### src/rtl/mem_arbiter.sv
// Two-requester arbiter (instruction fetch vs. data load/store) sharing one memory port.
// Data wins by default; fetch is forced through after STARVE_LIMIT consecutive data grants.
module mem_arbiter #(
  parameter int STARVE_LIMIT = 4
) (
  input  logic        clk,
  input  logic        rst_n,
  // fetch requester
  input  logic        if_req,
  input  logic [31:0] if_addr,
  output logic [31:0] if_rdata,
  output logic        if_valid,
  // data requester
  input  logic        d_req,
  input  logic        d_we,
  input  logic [31:0] d_addr,
  input  logic [31:0] d_wdata,
  input  logic [3:0]  d_wstrb,
  output logic [31:0] d_rdata,
  output logic        d_valid,
  output logic        stall,
  // shared memory port
  output logic        mem_req,
  output logic        mem_we,
  output logic [31:0] mem_addr,
  output logic [31:0] mem_wdata,
  output logic [3:0]  mem_wstrb,
  input  logic        mem_ready,
  input  logic [31:0] mem_rdata
);

  localparam int CW = $clog2(STARVE_LIMIT + 1);
  localparam logic [CW-1:0] LIMIT_C = CW'(STARVE_LIMIT);

  typedef enum logic [1:0] {
    IDLE    = 2'd0,
    BUSY_IF = 2'd1,
    BUSY_D  = 2'd2
  } state_t;

  state_t          state, state_nxt;
  logic [CW-1:0]   starve_cnt;
  logic            grant_d, grant_if;
  logic            done_if, done_d;

  // NOTE: every signal written here gets a default first so no latch is inferred.
  always_comb begin
    state_nxt = state;
    grant_d   = 1'b0;
    grant_if  = 1'b0;
    case (state)
      IDLE: begin
        if (d_req && (!if_req || starve_cnt < LIMIT_C)) begin
          grant_d   = 1'b1;
          state_nxt = BUSY_D;
        end else if (if_req && (!d_req || starve_cnt == LIMIT_C)) begin
          grant_if  = 1'b1;
          state_nxt = BUSY_IF;
        end
      end
      BUSY_IF, BUSY_D: begin
        // No timeout: a busy state waits as long as memory needs.
        if (mem_ready) state_nxt = IDLE;
      end
      default: state_nxt = IDLE;
    endcase
  end

  assign done_if = (state == BUSY_IF) && mem_ready;
  assign done_d  = (state == BUSY_D)  && mem_ready;

  // Derived from state so that async reset drops it immediately.
  assign mem_req = (state != IDLE);
  assign stall   = (d_req & ~d_valid) | (if_req & ~if_valid);

  // NOTE: sequential state uses non-blocking assignments so all registers
  // update together from pre-edge values.
  always_ff @(posedge clk or negedge rst_n) begin
    if (!rst_n) begin
      state      <= IDLE;
      starve_cnt <= '0;
      mem_we     <= 1'b0;
      mem_addr   <= '0;
      mem_wdata  <= '0;
      mem_wstrb  <= '0;
      if_valid   <= 1'b0;
      d_valid    <= 1'b0;
      if_rdata   <= '0;
      d_rdata    <= '0;
    end else begin
      state    <= state_nxt;
      if_valid <= done_if;
      d_valid  <= done_d;

      if (done_if) if_rdata <= mem_rdata;
      if (done_d)  d_rdata  <= mem_rdata;

      if (grant_d) begin
        mem_we    <= d_we;
        mem_addr  <= d_addr;
        mem_wdata <= d_wdata;
        mem_wstrb <= d_wstrb;
        if (!if_req)
          starve_cnt <= '0;
        else if (starve_cnt != LIMIT_C)
          starve_cnt <= starve_cnt + CW'(1);
      end else if (grant_if) begin
        mem_we     <= 1'b0;
        mem_addr   <= if_addr;
        mem_wstrb  <= '0;
        starve_cnt <= '0;
      end
    end
  end

endmodule

### config.mk
export PLATFORM = sky130hd
export DESIGN_NAME = mem_arbiter
export DESIGN_NICKNAME = d
export VERILOG_FILES = /design/src/rtl/mem_arbiter.sv
export SDC_FILE = /design/constraint.sdc
export NUM_CORES = 1
export LEC_CHECK = 0
export BUFFER_PORTS_ARGS = -buffer_cell sky130_fd_sc_hd__buf_2
export CELL_PAD_IN_SITES_DETAIL_PLACEMENT = 1
export CELL_PAD_IN_SITES_GLOBAL_PLACEMENT = 2
export CORE_UTILIZATION = 32
export CTS_BUF_LIST = sky130_fd_sc_hd__clkbuf_4 sky130_fd_sc_hd__clkbuf_8
export DETAILED_ROUTE_END_ITERATION = 8
export PLACE_DENSITY_LB_ADDON = 0.1
export SLEW_MARGIN = 20
export SYNTH_ARGS = -nofsm -noshare
export SYNTH_HDL_FRONTEND = slang
export SYNTH_SLANG_ARGS = --single-unit
### constraint.sdc
create_clock -name clk -period 2.8 [get_ports clk]
set_input_delay 0 -clock clk [delete_from_list [all_inputs] [get_ports clk]]
set_output_delay 0 -clock clk [all_outputs]
set_load 0.1 [all_outputs]
==> flow_summary.json, run 1 <==
{
  "crit_type": "flip-flop to flip-flop",
  "nFillCells": 1969,
  "status": "finished clean",
  "port_buffers": 274,
  "syn_avg_cell_area_um2": 13.0,
  "rrSetupSlack_ps": 210,
  "muxShareOfSynthArea_pct": 18.4,
  "synthToLayoutAreaGrowth_pct": 56.5,
  "crit_fanout": 33,
  "relSlewSlack_pct": 52.2,
  "syn_area_um2": 5860,
  "synth-xor-area-share_pct": 0,
  "rows": 49,
  "vias": 5418,
  "dr.pass1.iters": 4,
  "grt_usage_pct": 21.6,
  "coreArea_um2": 18000,
  "yosysTopAreaCell": "dfrtp_1",
  "io_pins": 275,
  "root_buffer": "clkbuf_8",
  "crit_required_ps": 3120,
  "clock_latency_ps": 450,
  "route.detailed.drc": 0,
  "routed_wl_um": 19700,
  "die_height_um": 137,
  "grt_max_degree": 65,
  "yosys.area.top_type_share_pct": 59.8,
  "slowest_stage": "dlygate4sd3_1",
  "fin_crit_sh_pct": 92.6,
  "cp-start-kind": "flip-flop",
  "finalMaxSlewViolations": 0,
  "yosysSeqAreaShare_pct": 59.8,
  "dieArea_um2": 18900,
  "grt_pass1_vias": 6092,
  "max_stage_delay_ps": 610,
  "synth-simple-area-share_pct": 4.38,
  "crit_chain": "inv_1 > ha_2 > buf_4 > and3_4 > a31oi_1 > dlygate4sd3_1",
  "gr-total-overflow": 0,
  "register_area_um2": 3500,
  "finish.utilization_pct": 51.0,
  "layout-drive-gt1-share_pct": 48.2,
  "cp.arrival_ps": 2910,
  "ys_types": 31,
  "cts_sinks": 140,
  "synthesis.nets": 592,
  "cpLargestDelayFamily": "buffers and inverters",
  "fin_crit_ps": 2590,
  "cts.path.max_buffers": 2,
  "post_cts_buffers": 0,
  "rsz0062_at_grt": "false",
  "fmax_mhz": 386,
  "die_x_um": 137,
  "timing.rr.end": "mem_addr[29]",
  "clk_pin_slew_ps": 90,
  "grt_pass1_wl_um": 30900,
  "worst-path-stages": 6,
  "drtAntennaViolNets": 0,
  "worstReg2RegStart": "state[0]",
  "worstSetupEndpointType": "flip-flop",
  "ys_seq_elements": 140,
  "hold_path_class": "primary input to async pin",
  "viasPerCell": 4.95,
  "start_util_pct": 32.6,
  "final-setup-viol-count": 0,
  "hpwl_um": 12500,
  "synth_top_family_by_area": "multiplexers",
  "htree_levels": 4,
  "diodes": 0,
  "synth_fa_ha_area_share_pct": 1.07,
  "antenna_found_initial": 0,
  "yosys-top-cells-area": "dfrtp_1 (60%), mux2_2 (18%), a31oi_1 (6.8%)",
  "critPathBufInv": 3,
  "synth_compound_area_share_pct": 11.7,
  "drv_cap": 0,
  "ys_warn_count": 0,
  "tritoncts": "done",
  "synthCells": 449,
  "finalNetCount": 995,
  "gp_routability_congestion": 0.774,
  "wire_per_inst_um": 18.0,
  "fin_tns_setup_ps": 0,
  "r2r_cells": 6,
  "clock_skew_ps": 7.82,
  "multi_input_area_um2": 2100,
  "drtIter0Drc": 147,
  "tightest_slew_ps": 717,
  "cts_buffers": 17,
  "hold_viol_final": 0
}
==> registers in the layout (all words and copies together) (netlist names) <==
signal,count
mem_addr,32
d_valid,1
if_valid,1
mem_we,1
d_rdata,32
mem_wstrb,4
if_rdata,32
mem_wdata,32
state,2
starve_cnt,3
==> repair_timing <==
item / 4_1_cts / 5_1_grt
endpoints found under the setup margin: 0 / 3
endpoints found under the hold margin: 199 / 0
gates resized for setup: 0 / 1
hold buffers: 138 / 0
==> area by class of cell <==
cell class / count / area share (%)
clock inverter: 15 / 1.54
sequential: 140 / 38.2
timing repair buffer: 424 / 31.2
multi-input combinational: 259 / 23.0
tap: 229 / 3.13
inverter: 10 / 0.409
clock buffer: 17 / 2.55
==> through the flow <==
stage	instance area [um^2]	setup WS [ps]	cells	hold slack, ps
2_1_floorplan	5860	377	449	-296
3_3_place_gp	7400	820	924	54.9
3_5_place_dp	7400	731	924	58.0
4_1_cts	9160	168	1094	136
5_1_grt	9170	32.0	1094	155
6_report	9170	208	1094	107
==> cells in the mapped netlist <==
cell      instances
o21ai_0          34
clkbuf_1         21
nor3_1            1
a22o_1            5
or2_1             1
nand4_1           1
a31oi_1          64
a221o_1           1
buf_2            10
mux2_2           92
ha_1              5
nand4b_2          1
or3_1             1
inv_2             1
nand2_1           4
and2_1            1
buf_6             9
nor2_2            1
a21boi_2          1
and3_4            1
nand3_1          33
dfrtp_1         140
a211oi_1          1
inv_1             9
nor2b_1           1
o311ai_0          1
o22ai_1           1
nand3b_1          1
mux2_1            4
a21bo_2           1
a32o_1            2
==> logic make-up (layout without fill, tap and decap cells) <==
kind of cell | count (synthesis) | after routing
flops | 140 | 140
compound gates | 111 | 111
mux | 96 | 96
buf+inv | 50 | 466
simple gates | 47 | 47
fa+ha+maj | 5 | 5
==> worst max path at each step <==
stage             startpoint           end  slack [ps]
6_report            state[0]  mem_addr[29]         210
2_1_floorplan       state[0]  mem_addr[20]         380
3_3_place_gp        state[0]  mem_wdata[2]         820
3_5_place_dp        state[0]  mem_wdata[5]         730
5_1_grt             state[0]  mem_addr[29]          30
4_1_cts        starve_cnt[0]  mem_addr[12]         170
==> layer usage <==
layer / global-route usage [%] / share of wire (%) / up-vias
met2: 38.7 / 52 / 204
met4: 9.22 / 2.0 / 0
li1: - / - / 2463
met3: 6.48 / 7.2 / 34
met1: 23.4 / 39 / 2717
met5: 0 / 0 / -
==> cells in the final DEF, fill, tap and decap left out, types with 2 or more instances in the layout <==
cell           instances
a22o_1                 5
a31oi_1               64
a32o_1                 2
buf_2                273
buf_4                 11
clkbuf_8              17
clkinv_2               2
clkinv_4               3
clkinvlp_4             5
dfrtp_1              140
dlygate4sd3_1        138
ha_1                   4
inv_1                  9
inv_6                  3
mux2_1                 4
mux2_2                92
nand2_1                4
nand3_1               33
o21ai_0               34
Power of run 1 is not shown: default switching activity piles up to over one toggle a cycle in this logic, so the estimate is an artifact.
==> run 2: changes to the inputs <==
--- a/config.mk
+++ b/config.mk
@@ -12,6 +12,7 @@
 export CTS_BUF_LIST = sky130_fd_sc_hd__clkbuf_4 sky130_fd_sc_hd__clkbuf_8
 export DETAILED_ROUTE_END_ITERATION = 8
 export PLACE_DENSITY_LB_ADDON = 0.1
+export SETUP_SLACK_MARGIN = 0.3
 export SLEW_MARGIN = 20
 export SYNTH_ARGS = -nofsm -noshare
 export SYNTH_HDL_FRONTEND = slang
==> flow_summary.json, run 2 (same netlist as run 1, synthesis figures left out) <==
{
  "rrSetupSlack_ps": 710,
  "cts.path.max_buffers": 2,
  "nFillCells": 1955,
  "crit_type": "flip-flop to output port",
  "rsz0062_at_grt": "false",
  "grt_usage_pct": 21.7,
  "coreArea_um2": 18000,
  "tightest_slew_ps": 726,
  "start_util_pct": 32.6,
  "viasPerCell": 4.97,
  "fin_tns_setup_ps": 0,
  "die_height_um": 137,
  "dp_cells": 924,
  "slowest_stage": "buf_2",
  "fmax_mhz": 451,
  "grt_max_degree": 65,
  "relSlewSlack_pct": 51.6,
  "tritoncts": "done",
  "crit_chain": "inv_1 > ha_2 > inv_2 > buf_4 > buf_2",
  "hold_path_class": "primary input to async pin",
  "drtAntennaViolNets": 0,
  "r2r_cells": 5,
  "final-setup-viol-count": 0,
  "placed_area_um2": 7400,
  "design_area_um2": 9160,
  "htree_levels": 4,
  "root_buffer": "clkbuf_8",
  "crit_fanout": 37,
  "fin_crit_ps": 2220,
  "grt_pass1_wl_um": 31000,
  "grt_pass1_vias": 6044,
  "timing.rr.end": "state[1]",
  "worstReg2RegStart": "starve_cnt[0]",
  "postCtsResizedCells": 0,
  "finalMaxSlewViolations": 0,
  "cp-start-kind": "flip-flop",
  "antenna_found_initial": 0,
  "synthToLayoutAreaGrowth_pct": 56.3,
  "max_stage_delay_ps": 500,
  "cp.arrival_ps": 2220,
  "vias": 5435,
  "final_cell_mix": "buf_2 (273), dfrtp_1 (140), dlygate4sd3_1 (138)",
  "drtIter0Drc": 211,
  "dr.pass1.iters": 4,
  "finalNetCount": 995,
  "cts_buffers": 17,
  "io_pins": 275,
  "status": "finished clean",
  "die_x_um": 137,
  "dieArea_um2": 18900,
  "fin_crit_sh_pct": 79.2,
  "final_common_cell": "buf_2",
  "crit_required_ps": 2800,
  "port_buffers": 274,
  "hpwl_um": 12500,
  "clk_pin_slew_ps": 80,
  "drv_cap": 0,
  "diodes": 0,
  "wire_per_inst_um": 18.3,
  "fin_cells": 1094,
  "gr-total-overflow": 0,
  "routed_wl_um": 20000,
  "worstSetupEndpointType": "output port",
  "hold_viol_final": 0,
  "clock_skew_ps": 9.29,
  "gp_routability_congestion": 0.774,
  "clock_latency_ps": 450,
  "rows": 49,
  "layout-drive-gt1-share_pct": 48.2,
  "route.detailed.drc": 0,
  "cts_sinks": 140
}
run 2: critical path, delay by kind of cell, from the launching register on:
kind	cells	cell delay, ps
adder cells (fa/ha/maj)	1	300
buffers and inverters	4	1060
flip-flops	1	390
run 2: final cells by class:
type,instances,area (um^2),share of cell area (%)
multi-input combinational,259,2100,22.9
tap,229,287,3.13
clock buffer,17,234,2.55
inverter,10,37.5,0.410
sequential,140,3500,38.2
timing repair buffer,424,2860,31.2
clock inverter,15,141,1.54
run 2: how the worst max path moves through the flow:
stage	slack, ps	end	depth (start not counted)	from
6_report	580	mem_req	5	state[0]
5_1_grt	450	mem_req	5	state[0]
4_1_cts	540	mem_req	5	state[0]
3_5_place_dp	730	mem_wdata[5]	6	state[0]
3_3_place_gp	820	mem_wdata[2]	6	state[0]
2_1_floorplan	380	mem_addr[20]	8	state[0]
run 2: what timing repair did:
item                                   CTS  global route
buffers inserted                         0             0
hold buffers                           138             0
endpoints found under the hold margin  199             0
run 2: layer usage:
metal | wire, um | share of wire [%] | track usage [%] | vias to the layer above
met5 | 0 | 0 | 0 | -
met4 | 324 | 1.6 | 9.28 | 0
met3 | 1470 | 7.3 | 6.66 | 26
met2 | 10300 | 51 | 39.1 | 210
met1 | 7940 | 40 | 23.3 | 2735
li1 | - | - | - | 2464
run 2: per-stage QoR:
step	worst slack [ps]	hold WS, ps	utilization (%)
after floorplan	377	-296	-
after global placement	820	54.9	41.2
after detailed placement	731	58.0	41.2
after CTS	540	136	51.0
after global routing	448	154	51.0
final	583	130	51.0
Power of run 2 is left out for the same reason.
==> run 3: changes to the inputs <==
--- a/config.mk
+++ b/config.mk
@@ -8,7 +8,7 @@
 export BUFFER_PORTS_ARGS = -buffer_cell sky130_fd_sc_hd__buf_2
 export CELL_PAD_IN_SITES_DETAIL_PLACEMENT = 1
 export CELL_PAD_IN_SITES_GLOBAL_PLACEMENT = 2
-export CORE_UTILIZATION = 32
+export CORE_UTILIZATION = 27
 export CTS_BUF_LIST = sky130_fd_sc_hd__clkbuf_4 sky130_fd_sc_hd__clkbuf_8
 export DETAILED_ROUTE_END_ITERATION = 8
 export PLACE_DENSITY_LB_ADDON = 0.1
==> constraint.sdc (replaced) <==
create_clock -name clk -period 2 [get_ports clk]
set_input_delay 0 -clock clk [delete_from_list [all_inputs] [get_ports clk]]
set_output_delay 0 -clock clk [all_outputs]
set_load 0.1 [all_outputs]
==> flow_summary.json, run 3 (same netlist as run 1, synthesis figures left out) <==
{
  "globalRouteMet2Util_pct": 32.5,
  "busiest_layer": "met2",
  "crit_chain": "inv_2 > ha_2 > inv_4 > nor2_4 > buf_12 > mux2_2",
  "htree_levels": 4,
  "diodes": 0,
  "worstSetupEndpointType": "flip-flop",
  "grt_pass1_wl_um": 31300,
  "tritoncts": "done",
  "relSlewSlack_pct": 60.6,
  "clk_pin_slew_ps": 90,
  "drv_cap": 0,
  "synthToLayoutAreaGrowth_pct": 60.5,
  "fmax_mhz": 604,
  "drtAntennaViolNets": 0,
  "dieArea_um2": 22300,
  "io_pins": 275,
  "port_buffers": 274,
  "die_x_um": 149,
  "fin_tns_setup_ps": 0,
  "vias": 5423,
  "max_stage_delay_ps": 420,
  "cpLargestDelayFamily": "flip-flops",
  "hpwl_um": 13300,
  "dr.pass1.iters": 4,
  "cts_buffers": 17,
  "grt_usage_pct": 18.3,
  "met3_usage_pct": 5.38,
  "crit_fanout": 28,
  "routed_wl_um": 20100,
  "antenna_found_initial": 0,
  "final_common_cell": "buf_2",
  "tightest_slew_ps": 590,
  "hold_viol_final": 0,
  "start_util_pct": 27.7,
  "grt_max_degree": 56,
  "grt_pass1_vias": 6054,
  "crit_required_ps": 2320,
  "slowest_stage": "dfrtp_1",
  "finalNetCount": 1004,
  "finalMaxSlewViolations": 0,
  "layout-drive-gt1-share_pct": 49.2,
  "critPathBufInv": 3,
  "final_cell_mix": "buf_2 (272), dfrtp_1 (140), dlygate4sd3_1 (137)",
  "gr-total-overflow": 0,
  "coreArea_um2": 21200,
  "final-setup-viol-count": 0,
  "hold_path_class": "primary input to async pin",
  "clock_latency_ps": 440,
  "fin_crit_sh_pct": 82.8,
  "grt_util_met1_pct": 20.9,
  "cp.arrival_ps": 1980,
  "wire_per_inst_um": 17.5,
  "post_cts_buffers": 0,
  "cts_sinks": 140,
  "status": "finished clean",
  "die_height_um": 149,
  "route.detailed.drc": 0,
  "cp-start-kind": "flip-flop",
  "cts.path.max_buffers": 2,
  "rows": 53,
  "crit_type": "flip-flop to flip-flop",
  "root_buffer": "clkbuf_8",
  "viasPerCell": 4.72,
  "rsz0062_at_grt": "true",
  "clock_skew_ps": 16.1,
  "fin_crit_ps": 1660,
  "drtIter0Drc": 117,
  "gp_routability_congestion": 0.746
}
-- run 3: cell types whose count changed in the layout (fill, tap and decap cells not counted), sizes merged --
cell,before,now
dlygate4sd3,138,137
inv,14,16
and3,1,3
clkbuf,17,19
clkinv,5,1
buf,286,294
-- run 3: layout make-up --
cell class	count	area [um^2]
Clock buffer	19	249
Clock inverter	13	134
Fill cell	2331	11800
Inverter	10	40.0
Multi-Input combinational cell	261	2140
Sequential cell	140	3500
Tap cell	275	344
Timing Repair Buffer	431	2990
-- run 3: final timing paths --
kind | start | endpoint | slack [ps] | cells after the start
worst max-delay path | state[1] | mem_wdata[14] | 340 | 6
worst min-delay path | rst_n | mem_addr[17] | 90 | 2
worst max register to register | state[1] | mem_wdata[14] | 340 | 6
worst min register to register | mem_wdata[30] | mem_wdata[30] | 490 | 1
max in group asynchronous | rst_n | d_rdata[8] | 1160 | 3
min in group clk | d_wdata[16] | mem_wdata[16] | 320 | 3
-- run 3: routing by layer --
layer / routed length [um] / part of all wire, %
met1: 8030 / 40
met2: 10500 / 52
met3: 1300 / 6.5
met4: 296 / 1.5
met5: 0 / 0
-- run 3: metrics by stage --
step	std cells	util (%)	worst slack [ps]	area (um^2)	hold WS, ps
after detailed placement	978	36.0	232	7610	28.7
after global placement	978	36.0	335	7610	25.0
final	1149	44.4	343	9400	90.6
after CTS	1148	44.3	288	9380	107
after global routing	1149	44.4	261	9400	140
after floorplan	449	-	308	5890	-296
-- run 3: what timing repair did --
action | 4_1_cts | 5_1_grt
resized for setup | 3 | 3
endpoints found under the setup margin | 34 | 74
pin swaps | 1 | 1
hold buffers | 137 | 0
gates cloned | 1 | 1
hold endpoints to repair | 244 | 0
Power of run 3 is left out for the same reason.
